<file path="src/rtl/cp0_pkg.sv">
// Shared CP0 definitions: register addresses, exception codes and bit positions
// used by the coprocessor-0 block and the pipeline around it.
package cp0_pkg;

   localparam logic [4:0] CP0_BADVADDR = 5'd8;
   localparam logic [4:0] CP0_COUNT    = 5'd9;
   localparam logic [4:0] CP0_COMPARE  = 5'd11;
   localparam logic [4:0] CP0_SR       = 5'd12;
   localparam logic [4:0] CP0_CAUSE    = 5'd13;
   localparam logic [4:0] CP0_EPC      = 5'd14;
   localparam logic [4:0] CP0_PRID     = 5'd15;

   localparam logic [4:0] EC_INT  = 5'd0;
   localparam logic [4:0] EC_ADEL = 5'd4;
   localparam logic [4:0] EC_ADES = 5'd5;
   localparam logic [4:0] EC_SYS  = 5'd8;
   localparam logic [4:0] EC_OV   = 5'd12;

   localparam int SR_IE        = 0;
   localparam int SR_EXL       = 1;
   localparam int SR_IM_LO     = 8;
   localparam int CAUSE_EXC_LO = 2;
   localparam int CAUSE_IP_LO  = 8;
   localparam int CAUSE_TI     = 30;
   localparam int CAUSE_BD     = 31;

   // Only address-error exceptions carry a meaningful faulting address.
   function automatic logic is_addr_exc(input logic [4:0] code);
      return (code == EC_ADEL) || (code == EC_ADES);
   endfunction

endpackage

</file>
<file path="src/rtl/cp0_timer.sv">
// Count/Compare timer: free-running Count, writable Compare and the sticky
// timer-interrupt flag that feeds Cause.TI / IP7.
module cp0_timer #(
   parameter int TIMER_EN = 1
) (
   input  logic        clk,
   input  logic        rst,
   input  logic        count_we,
   input  logic        compare_we,
   input  logic [31:0] wr_data,
   output logic [31:0] count,
   output logic [31:0] compare,
   output logic        ti
);

   logic [31:0] count_reg;
   logic [31:0] count_next;
   logic [31:0] compare_reg;
   logic        ti_reg;

   always_comb begin
      count_next = count_reg + 32'd1;
      if (TIMER_EN == 0)
         count_next = '0;
      else if (count_we)
         count_next = wr_data;
   end

   // The match uses the post-update Count, so a loaded value can fire at once.
   always_ff @(posedge clk or posedge rst) begin
      if (rst) begin
         count_reg   <= '0;
         compare_reg <= '0;
         ti_reg      <= 1'b0;
      end else begin
         count_reg <= count_next;
         if (compare_we)
            compare_reg <= wr_data;
         if (compare_we)
            ti_reg <= 1'b0;
         else if ((TIMER_EN != 0) && (count_next == compare_reg))
            ti_reg <= 1'b1;
      end
   end

   assign count   = count_reg;
   assign compare = compare_reg;
   assign ti      = ti_reg;

endmodule

</file>
<file path="src/rtl/cp0_ext.sv">
// Coprocessor 0 beside the MEM stage: SR/Cause/EPC/BadVAddr state, interrupt
// request generation, exception capture with delay-slot EPC correction, ERET.
module cp0_ext
   import cp0_pkg::*;
#(
   parameter int          NUM_HWINT = 5,
   parameter logic [31:0] PRID_VAL  = 32'h0001_8000,
   parameter int          TIMER_EN  = 1
) (
   input  logic                 clk,
   input  logic                 rst,
   input  logic [4:0]           rd_addr,
   input  logic [4:0]           wr_addr,
   input  logic [31:0]          wr_data,
   input  logic                 we,
   input  logic [31:0]          pc,
   input  logic                 in_delay_slot,
   input  logic                 exc_valid,
   input  logic [4:0]           exc_code,
   input  logic [31:0]          bad_vaddr,
   input  logic                 eret,
   input  logic [NUM_HWINT-1:0] hwint,
   output logic                 int_req,
   output logic                 exc_take,
   output logic [31:0]          epc,
   output logic [31:0]          dout,
   output logic                 timer_int
);

   logic [7:0]           sr_im_reg;
   logic                 sr_exl_reg;
   logic                 sr_ie_reg;
   logic                 cause_bd_reg;
   logic [1:0]           cause_sw_reg;
   logic [4:0]           cause_exc_reg;
   logic [NUM_HWINT-1:0] hw_reg;
   logic [31:0]          epc_reg;
   logic [31:0]          badvaddr_reg;

   logic [7:0]  ip;
   logic        take;
   logic        wr_ok;
   logic [31:0] count;
   logic [31:0] compare;
   logic        ti;
   logic [31:0] sr_val;
   logic [31:0] cause_val;

   assign ip[1:0] = cause_sw_reg;
   assign ip[7]   = ti;

   generate
      for (genvar gi = 0; gi < 5; gi++) begin : g_hwip
         if (gi < NUM_HWINT) begin : g_used
            assign ip[2+gi] = hw_reg[gi];
         end else begin : g_unused
            assign ip[2+gi] = 1'b0;
         end
      end
   endgenerate

   // A synchronous exception always pre-empts a pending interrupt.
   assign int_req  = sr_ie_reg & ~sr_exl_reg & (|(ip & sr_im_reg)) & ~exc_valid;
   assign take     = exc_valid | int_req;
   assign exc_take = take;
   assign wr_ok    = we & ~take;

   cp0_timer #(
      .TIMER_EN (TIMER_EN)
   ) u_timer (
      .clk        (clk),
      .rst        (rst),
      .count_we   (wr_ok && (wr_addr == CP0_COUNT)),
      .compare_we (wr_ok && (wr_addr == CP0_COMPARE)),
      .wr_data    (wr_data),
      .count      (count),
      .compare    (compare),
      .ti         (ti)
   );

   always_ff @(posedge clk or posedge rst) begin
      if (rst) begin
         sr_im_reg     <= '0;
         sr_exl_reg    <= 1'b0;
         sr_ie_reg     <= 1'b0;
         cause_bd_reg  <= 1'b0;
         cause_sw_reg  <= '0;
         cause_exc_reg <= '0;
         hw_reg        <= '0;
         epc_reg       <= '0;
         badvaddr_reg  <= '0;
      end else begin
         hw_reg <= hwint;
         if (take) begin
            cause_exc_reg <= exc_valid ? exc_code : EC_INT;
            // Nested exceptions keep the original return point.
            if (!sr_exl_reg) begin
               epc_reg      <= in_delay_slot ? (pc - 32'd4) : pc;
               cause_bd_reg <= in_delay_slot;
            end
            sr_exl_reg <= 1'b1;
            if (exc_valid && is_addr_exc(exc_code))
               badvaddr_reg <= bad_vaddr;
         end else begin
            if (wr_ok && (wr_addr == CP0_SR)) begin
               sr_im_reg  <= wr_data[SR_IM_LO +: 8];
               sr_exl_reg <= wr_data[SR_EXL];
               sr_ie_reg  <= wr_data[SR_IE];
            end else if (eret) begin
               sr_exl_reg <= 1'b0;
            end
            if (wr_ok && (wr_addr == CP0_CAUSE))
               cause_sw_reg <= wr_data[CAUSE_IP_LO +: 2];
            if (wr_ok && (wr_addr == CP0_EPC))
               epc_reg <= wr_data;
         end
      end
   end

   assign sr_val    = {16'b0, sr_im_reg, 6'b0, sr_exl_reg, sr_ie_reg};
   assign cause_val = {cause_bd_reg, ti, 14'b0, ip, 1'b0, cause_exc_reg, 2'b0};

   always_comb begin
      dout = '0;
      case (rd_addr)
         CP0_BADVADDR: dout = badvaddr_reg;
         CP0_COUNT:    dout = count;
         CP0_COMPARE:  dout = compare;
         CP0_SR:       dout = sr_val;
         CP0_CAUSE:    dout = cause_val;
         CP0_EPC:      dout = epc_reg;
         CP0_PRID:     dout = PRID_VAL;
         default:      dout = '0;
      endcase
   end

   assign epc       = epc_reg;
   assign timer_int = ti;

endmodule

</file>
<file path="config.mk">
export PLATFORM = sky130hd
export DESIGN_NAME = cp0_ext
export DESIGN_NICKNAME = d
export VERILOG_FILES = /design/src/rtl/cp0_pkg.sv /design/src/rtl/cp0_timer.sv /design/src/rtl/cp0_ext.sv
export SDC_FILE = /design/constraint.sdc
export NUM_CORES = 1
export LEC_CHECK = 0
export CORE_ASPECT_RATIO = 1.2
export CORE_MARGIN = 2
export CORE_UTILIZATION = 56
export CTS_CLUSTER_DIAMETER = 100
export DETAILED_ROUTE_END_ITERATION = 6
export PLACE_DENSITY = 0.9
export SKIP_LAST_GASP = 1
export SLEW_MARGIN = 5
export SYNTH_ARGS = -nofsm -noshare
export SYNTH_HDL_FRONTEND = slang
export SYNTH_SLANG_ARGS = --single-unit
</file>
<file path="constraint.sdc">
create_clock -name clk -period 11.75 [get_ports clk]
set_input_delay 1.175 -clock clk [delete_from_list [all_inputs] [get_ports clk]]
set_output_delay 1.175 -clock clk [all_outputs]
set_load 0.02 [all_outputs]
</file>
# Word-level counts from Yosys, hierarchy flattened
# Cells that the tools add are included.
dict set report word_totals {
  input_bits 122
  latchBits 0
  memories 0
  romBits 0
  register_bits 152
  ramBits 0
}
dict set report op_classes {
  shifts 0
  n_eq_ne 16
  n_mul 0
  n_lt_le_gt_ge 0
  add_sub_neg 2
  reduce_logical 16
  muxes 12
  bitwise_logic 9
  div_mod_pow 0
}
# operator n
set op_table {}
lappend op_table {{$pmux 32 s7} 1}
lappend op_table {{$mux 32} 5}
lappend op_table {{$eq 5x4->1 const B} 12}
lappend op_table {{$add 32x1->32 const B} 1}
lappend op_table {{$eq 32x32->1} 1}
lappend op_table {{$sub 32x3->32 const B} 1}
lappend op_table {{$eq 5x3->1 const B} 2}
lappend op_table {{$reduce_and 2->1} 5}
lappend op_table {{$and 8x8->8} 1}
lappend op_table {{$reduce_or 8->1} 1}
lappend op_table {{$logic_and 1x1->1} 6}
lappend op_table {{$mux 1} 5}
lappend op_table {{$mux 5} 1}
lappend op_table {{$and 1x1->1} 4}
lappend op_table {{$reduce_bool 2->1} 2}
lappend op_table {{$not 1->1} 3}
lappend op_table {{$reduce_bool 3->1} 1}
lappend op_table {{$ne 2x2->1 const B} 1}
lappend op_table {{$logic_or 1x1->1} 1}
lappend op_table {{$or 1x1->1} 1}

# Logic depth before layout (Yosys ltp)
dict set report logic_depth {
  ltp_word 12
  mapped_depth 11
  mapped_depth_nobuf 10
}

# By module
# Synthesis repeated with hierarchy kept, for this count alone.
dict set report hier_totals {
  cells_unflattened 988
  area_unflattened_um2 9516.6
}
# module seq_area_each_um2 instances area_each_um2 cells_per_inst
set modules_own_cells {}
lappend modules_own_cells {cp0_ext 2177.1 1 5151.2 521}
lappend modules_own_cells {cp0_timer 1626.6 1 4365.4 467}

# Worst setup path before layout
# Ideal clock, no wire load.
dict set report synth_timing {
  path_kind {input-to-output}
  from {in rd_addr[2]}
  to {out dout[19]}
  cell_stages 6
  setup_slack_ns 7.836
  t_arrival_ns 2.739
  n_path_buf 3
  cell_sequence {buf_1 > buf_1 > nor2_1 > clkbuf_1 > nand2_1 > nand2_1}
}
dict set report synth_between {
  elab_chain_cells 2
}
# element line_no
set synth_lines {}
lappend synth_lines {{from (decl)} cp0_ext.sv:12} ;# input logic [4:0] rd_addr,
lappend synth_lines {{$eq 5x4->1} cp0_ext.sv:125} ;# case (rd_addr)
lappend synth_lines {{$pmux 32 s7 *} cp0_ext.sv:125}
lappend synth_lines {{to (decl)} cp0_ext.sv:26} ;# output logic [31:0] dout,
# Mark *: on every way between the ends. The rest lies on a longest branch, timed or not.

# Final worst setup path
dict set report layout_timing {
  from {in rd_addr[3]}
  to {out dout[30]}
}
# The elaborated chain is that of the path after synthesis.

==> metrics.txt <==
# TYPE chip_impl_metric gauge
chip_impl_info{name="outcome",value="finished with violations"} 1
chip_impl_info{name="violations",value="DRC"} 1
chip_impl_metric{name="max_slew.worst_pin.slew",unit="ns"} 1.04
chip_impl_metric{name="relSlewSlack",unit="%"} 30.9
chip_impl_metric{name="finalHoldViolCount",unit=""} 0
chip_impl_metric{name="critical_path_arrival",unit="ns"} 4.18
chip_impl_metric{name="dieHeight",unit="µm"} 143
chip_impl_metric{name="clkSlewWorstSetupHoldPaths",unit="ns"} 0.06
chip_impl_metric{name="clock-sinks",unit=""} 152
chip_impl_metric{name="grt-ovfl-total",unit=""} 0
chip_impl_metric{name="post_cts_hold_buffer_count",unit=""} 0
chip_impl_metric{name="die_area",unit="µm²"} 17100
chip_impl_info{name="worst_setup_path_start_kind",value="input pin"} 1
chip_impl_metric{name="first_pass_grt_wire_length",unit="mm"} 49.3
chip_impl_metric{name="mean_instance_size_in_the_synthesized_netlist",unit="µm²"} 9.56
chip_impl_metric{name="synth.net_count",unit=""} 1063
chip_impl_metric{name="timing.clock.skew",unit="ns"} 0.00755
chip_impl_metric{name="post_drt_wl_per_cell",unit="µm"} 24.2
chip_impl_metric{name="synth-edff-count",unit=""} 0
chip_impl_metric{name="place.port_buffers",unit=""} 188
chip_impl_metric{name="yosysSeqAreaShare",unit="%"} 42.4
chip_impl_metric{name="post_cts_setup_buffers",unit=""} 0
chip_impl_metric{name="worst_hold_slack",unit="ns"} 0.508
chip_impl_metric{name="design.core.area",unit="µm²"} 15600
chip_impl_metric{name="wirelength",unit="mm"} 32.0
chip_impl_metric{name="crit_required",unit="ns"} 10.58
chip_impl_metric{name="synth_largest_type_area_fraction",unit="%"} 42.4
chip_impl_metric{name="drt_pass1_iterations",unit=""} 7
chip_impl_metric{name="diodes",unit=""} 0
chip_impl_metric{name="power_density",unit="nW/µm²"} 166
chip_impl_metric{name="critical-path-max-stage-delay",unit="ns"} 0.81
chip_impl_metric{name="post-route-drc-count",unit=""} 1
chip_impl_metric{name="top_level_ports",unit=""} 189
chip_impl_info{name="synth-main-ff-cell",value="sky130_fd_sc_hd__dfrtp_1"} 1
chip_impl_metric{name="antenna_found_initial",unit=""} 0
chip_impl_metric{name="design_power_total",unit="µW"} 1930
chip_impl_metric{name="clk_latency",unit="ns"} 0.44
chip_impl_metric{name="postCtsResizedCells",unit=""} 0
chip_impl_metric{name="final_min_period",unit="ns"} 5.35
chip_impl_info{name="synth_area_leader_cell",value="sky130_fd_sc_hd__dfrtp_1"} 1
chip_impl_metric{name="clock_tree.htree_level_count",unit=""} 4
chip_impl_metric{name="netlist_instances",unit=""} 939
chip_impl_metric{name="dr_total_vias",unit=""} 8836
chip_impl_info{name="min_path_type",value="register to register"} 1
chip_impl_info{name="worst_setup_path_end_kind",value="output pin"} 1
chip_impl_info{name="layout.cells.most_common",value="sky130_fd_sc_hd__clkdlybuf4s50_1"} 1
chip_impl_metric{name="dp_hpwl",unit="mm"} 22.8
chip_impl_metric{name="synth.yosys.warnings",unit=""} 0
chip_impl_metric{name="grt_start_max_net_pins",unit=""} 82
chip_impl_info{name="tritoncts_clock_tree",value="done"} 1
chip_impl_metric{name="clockBufferDepth",unit=""} 2
chip_impl_metric{name="fin_crit_sh",unit="%"} 45.6
chip_impl_metric{name="setup_viol",unit=""} 0
chip_impl_metric{name="synth_cell_types",unit=""} 77
chip_impl_metric{name="layout.nets",unit=""} 1226
chip_impl_metric{name="final_max_slew_viol_count",unit=""} 0
chip_impl_metric{name="final_sum_of_negative_setup_slack",unit="ns"} 0
chip_impl_metric{name="max_clock_freq",unit="MHz"} 187
chip_impl_metric{name="critPathMaxFanout",unit=""} 20
chip_impl_metric{name="via_count_of_the_first_global_routing_pass",unit=""} 8697
chip_impl_info{name="grt_setup_unrepaired",value="no"} 1
chip_impl_metric{name="grt_util_all_layers",unit="%"} 38.0
chip_impl_metric{name="cts-buffers-inserted",unit=""} 17
chip_impl_info{name="layout_common_cells",value="sky130_fd_sc_hd__clkdlybuf4s50_1, sky130_fd_sc_hd__dfrtp_1, sky130_fd_sc_hd__nand2_1, sky130_fd_sc_hd__o21ai_0, sky130_fd_sc_hd__mux2_2"} 1
chip_impl_metric{name="drt-vias-per-instance",unit=""} 6.68
chip_impl_info{name="cpMaxStageDelayCell",value="sky130_fd_sc_hd__nor3b_2"} 1
chip_impl_info{name="netlist_top_cells_area",value="sky130_fd_sc_hd__dfrtp_1, sky130_fd_sc_hd__mux2_2, sky130_fd_sc_hd__nand2_1, sky130_fd_sc_hd__o21ai_0, sky130_fd_sc_hd__xnor2_1"} 1
chip_impl_metric{name="power.ir.vdd_worst",unit="mV"} 0.110
chip_impl_metric{name="first_iter_violations",unit=""} 1159
chip_impl_info{name="cp_cell_sequence",value="clkdlybuf4s50_1 -> nor2b_1 -> nand2_1 -> nor3b_2 -> buf_4 -> nand2_1 -> o21ai_0 -> a221o_1 -> clkdlybuf4s50_1"} 1
chip_impl_metric{name="synth.cell_area",unit="µm²"} 8970
chip_impl_metric{name="initial_core_util",unit="%"} 57.4
chip_impl_metric{name="share_of_cells_above_drive_strength_1",unit="%"} 12.8
chip_impl_metric{name="placement_row_count",unit=""} 50
chip_impl_metric{name="place.gp.congestion",unit=""} 0.972
chip_impl_metric{name="drtAntennaViolNets",unit=""} 0
chip_impl_metric{name="die_w",unit="µm"} 120
chip_impl_metric{name="ys_seq_elements",unit=""} 152
chip_impl_metric{name="drv.max_cap_violation_count",unit=""} 0
chip_impl_metric{name="synth_async_sr_flop_share",unit="%"} 100
chip_impl_info{name="cts.root.buffer_cell",value="sky130_fd_sc_hd__clkbuf_16"} 1
chip_impl_metric{name="total_leakage_power",unit="µW"} 0.00483
chip_impl_info{name="critPathKind",value="input pin to output pin"} 1
chip_impl_metric{name="area.growth.synth_to_final",unit="%"} 29.6
## power breakdown
group / total [µW] / internal, µW / switching (µW) / leakage [µW]
registers: 783 / 632 / 152 / 0.00186
logic: 540 / 251 / 288 / 0.00265
clock network: 606 / 369 / 237 / 0.000314
total: 1930 / 1250 / 677 / 0.00483
## cell usage after synthesis (all sizes together) (16+ instances only)
cell type / count
mux2i: 23
inv: 31
clkbuf: 47
o21ai: 76
a21oi: 44
dfrtp: 152
xor2: 29
nor4: 21
a222oi: 16
nand2: 110
nand3: 17
nor3: 33
xnor2: 40
nor2: 63
a221o: 17
mux2: 70
## metrics by stage
step / instance area (µm²) / cells / util [%] / worst slack (ns)
CTS: 11600 / 1323 / 74.4 / 6.49
detailed placement: 11000 / 1291 / 70.2 / 6.52
floorplan: 8970 / 939 / - / 6.48
global placement: 11000 / 1291 / 70.2 / 6.59
global route: 11600 / 1323 / 74.4 / 6.23
finish: 11600 / 1323 / 74.4 / 6.40
## cells by family (layout without fill, tap and decap cells)
group | after synthesis | in the layout | synth area share (%)
XOR/XNOR | 72 | 72 | 7.59
flip-flops | 152 | 152 | 42.4
buffers and inverters | 90 | 266 | 4.43
adder cells (fa/ha/maj) | 2 | 2 | 0.279
AND/OR/NAND/NOR | 303 | 303 | 16.5
multiplexers | 93 | 93 | 11.3
AO/OA/AOI/OAI | 227 | 227 | 17.5
## area by class of cell
type	count	area, µm²
Fill cell	1115	4010
Clock buffer	19	453
Inverter	31	121
Multi-Input combinational cell	697	4810
Sequential cell	152	3800
Timing Repair Buffer	203	1990
Tap cell	208	260
Clock inverter	13	194
## metal layers
metal  up-vias  GRT usage, %  part of all wire (%)  wire [µm]
met2       699          61.7                    47      15100
met1      4217          47.8                    36      11700
met4         0          21.9                   6.0       1920
met3       148          7.07                    11       3410
li1       3772             -                     -          -
met5         -             0                     0          0
## worst max-delay path: cells and delay by family
kind                   cells  cell delay (ns)
AO/OA/AOI/OAI              2             0.26
AND/OR/NAND/NOR            4             1.24
buffers and inverters      3             1.49
## path summary, 6_finish.rpt
| path | from | to | slack [ns] | depth (start not counted) |
|---|---|---|---|---|
| min in group asynchronous | rst | u_timer.count[1] | 1.23 | 2 |
| worst min-delay path | badvaddr_reg[14] | badvaddr_reg[14] | 0.51 | 1 |
| max in group asynchronous | rst | badvaddr_reg[10] | 9.04 | 3 |
| worst max register to register | u_timer.count[0] | u_timer.ti | 7.89 | 9 |
| worst min register to register | badvaddr_reg[14] | badvaddr_reg[14] | 0.51 | 1 |
| worst max-delay path | rd_addr[3] | dout[30] | 6.40 | 9 |
Note: power is estimated with default switching activity, not from simulation.
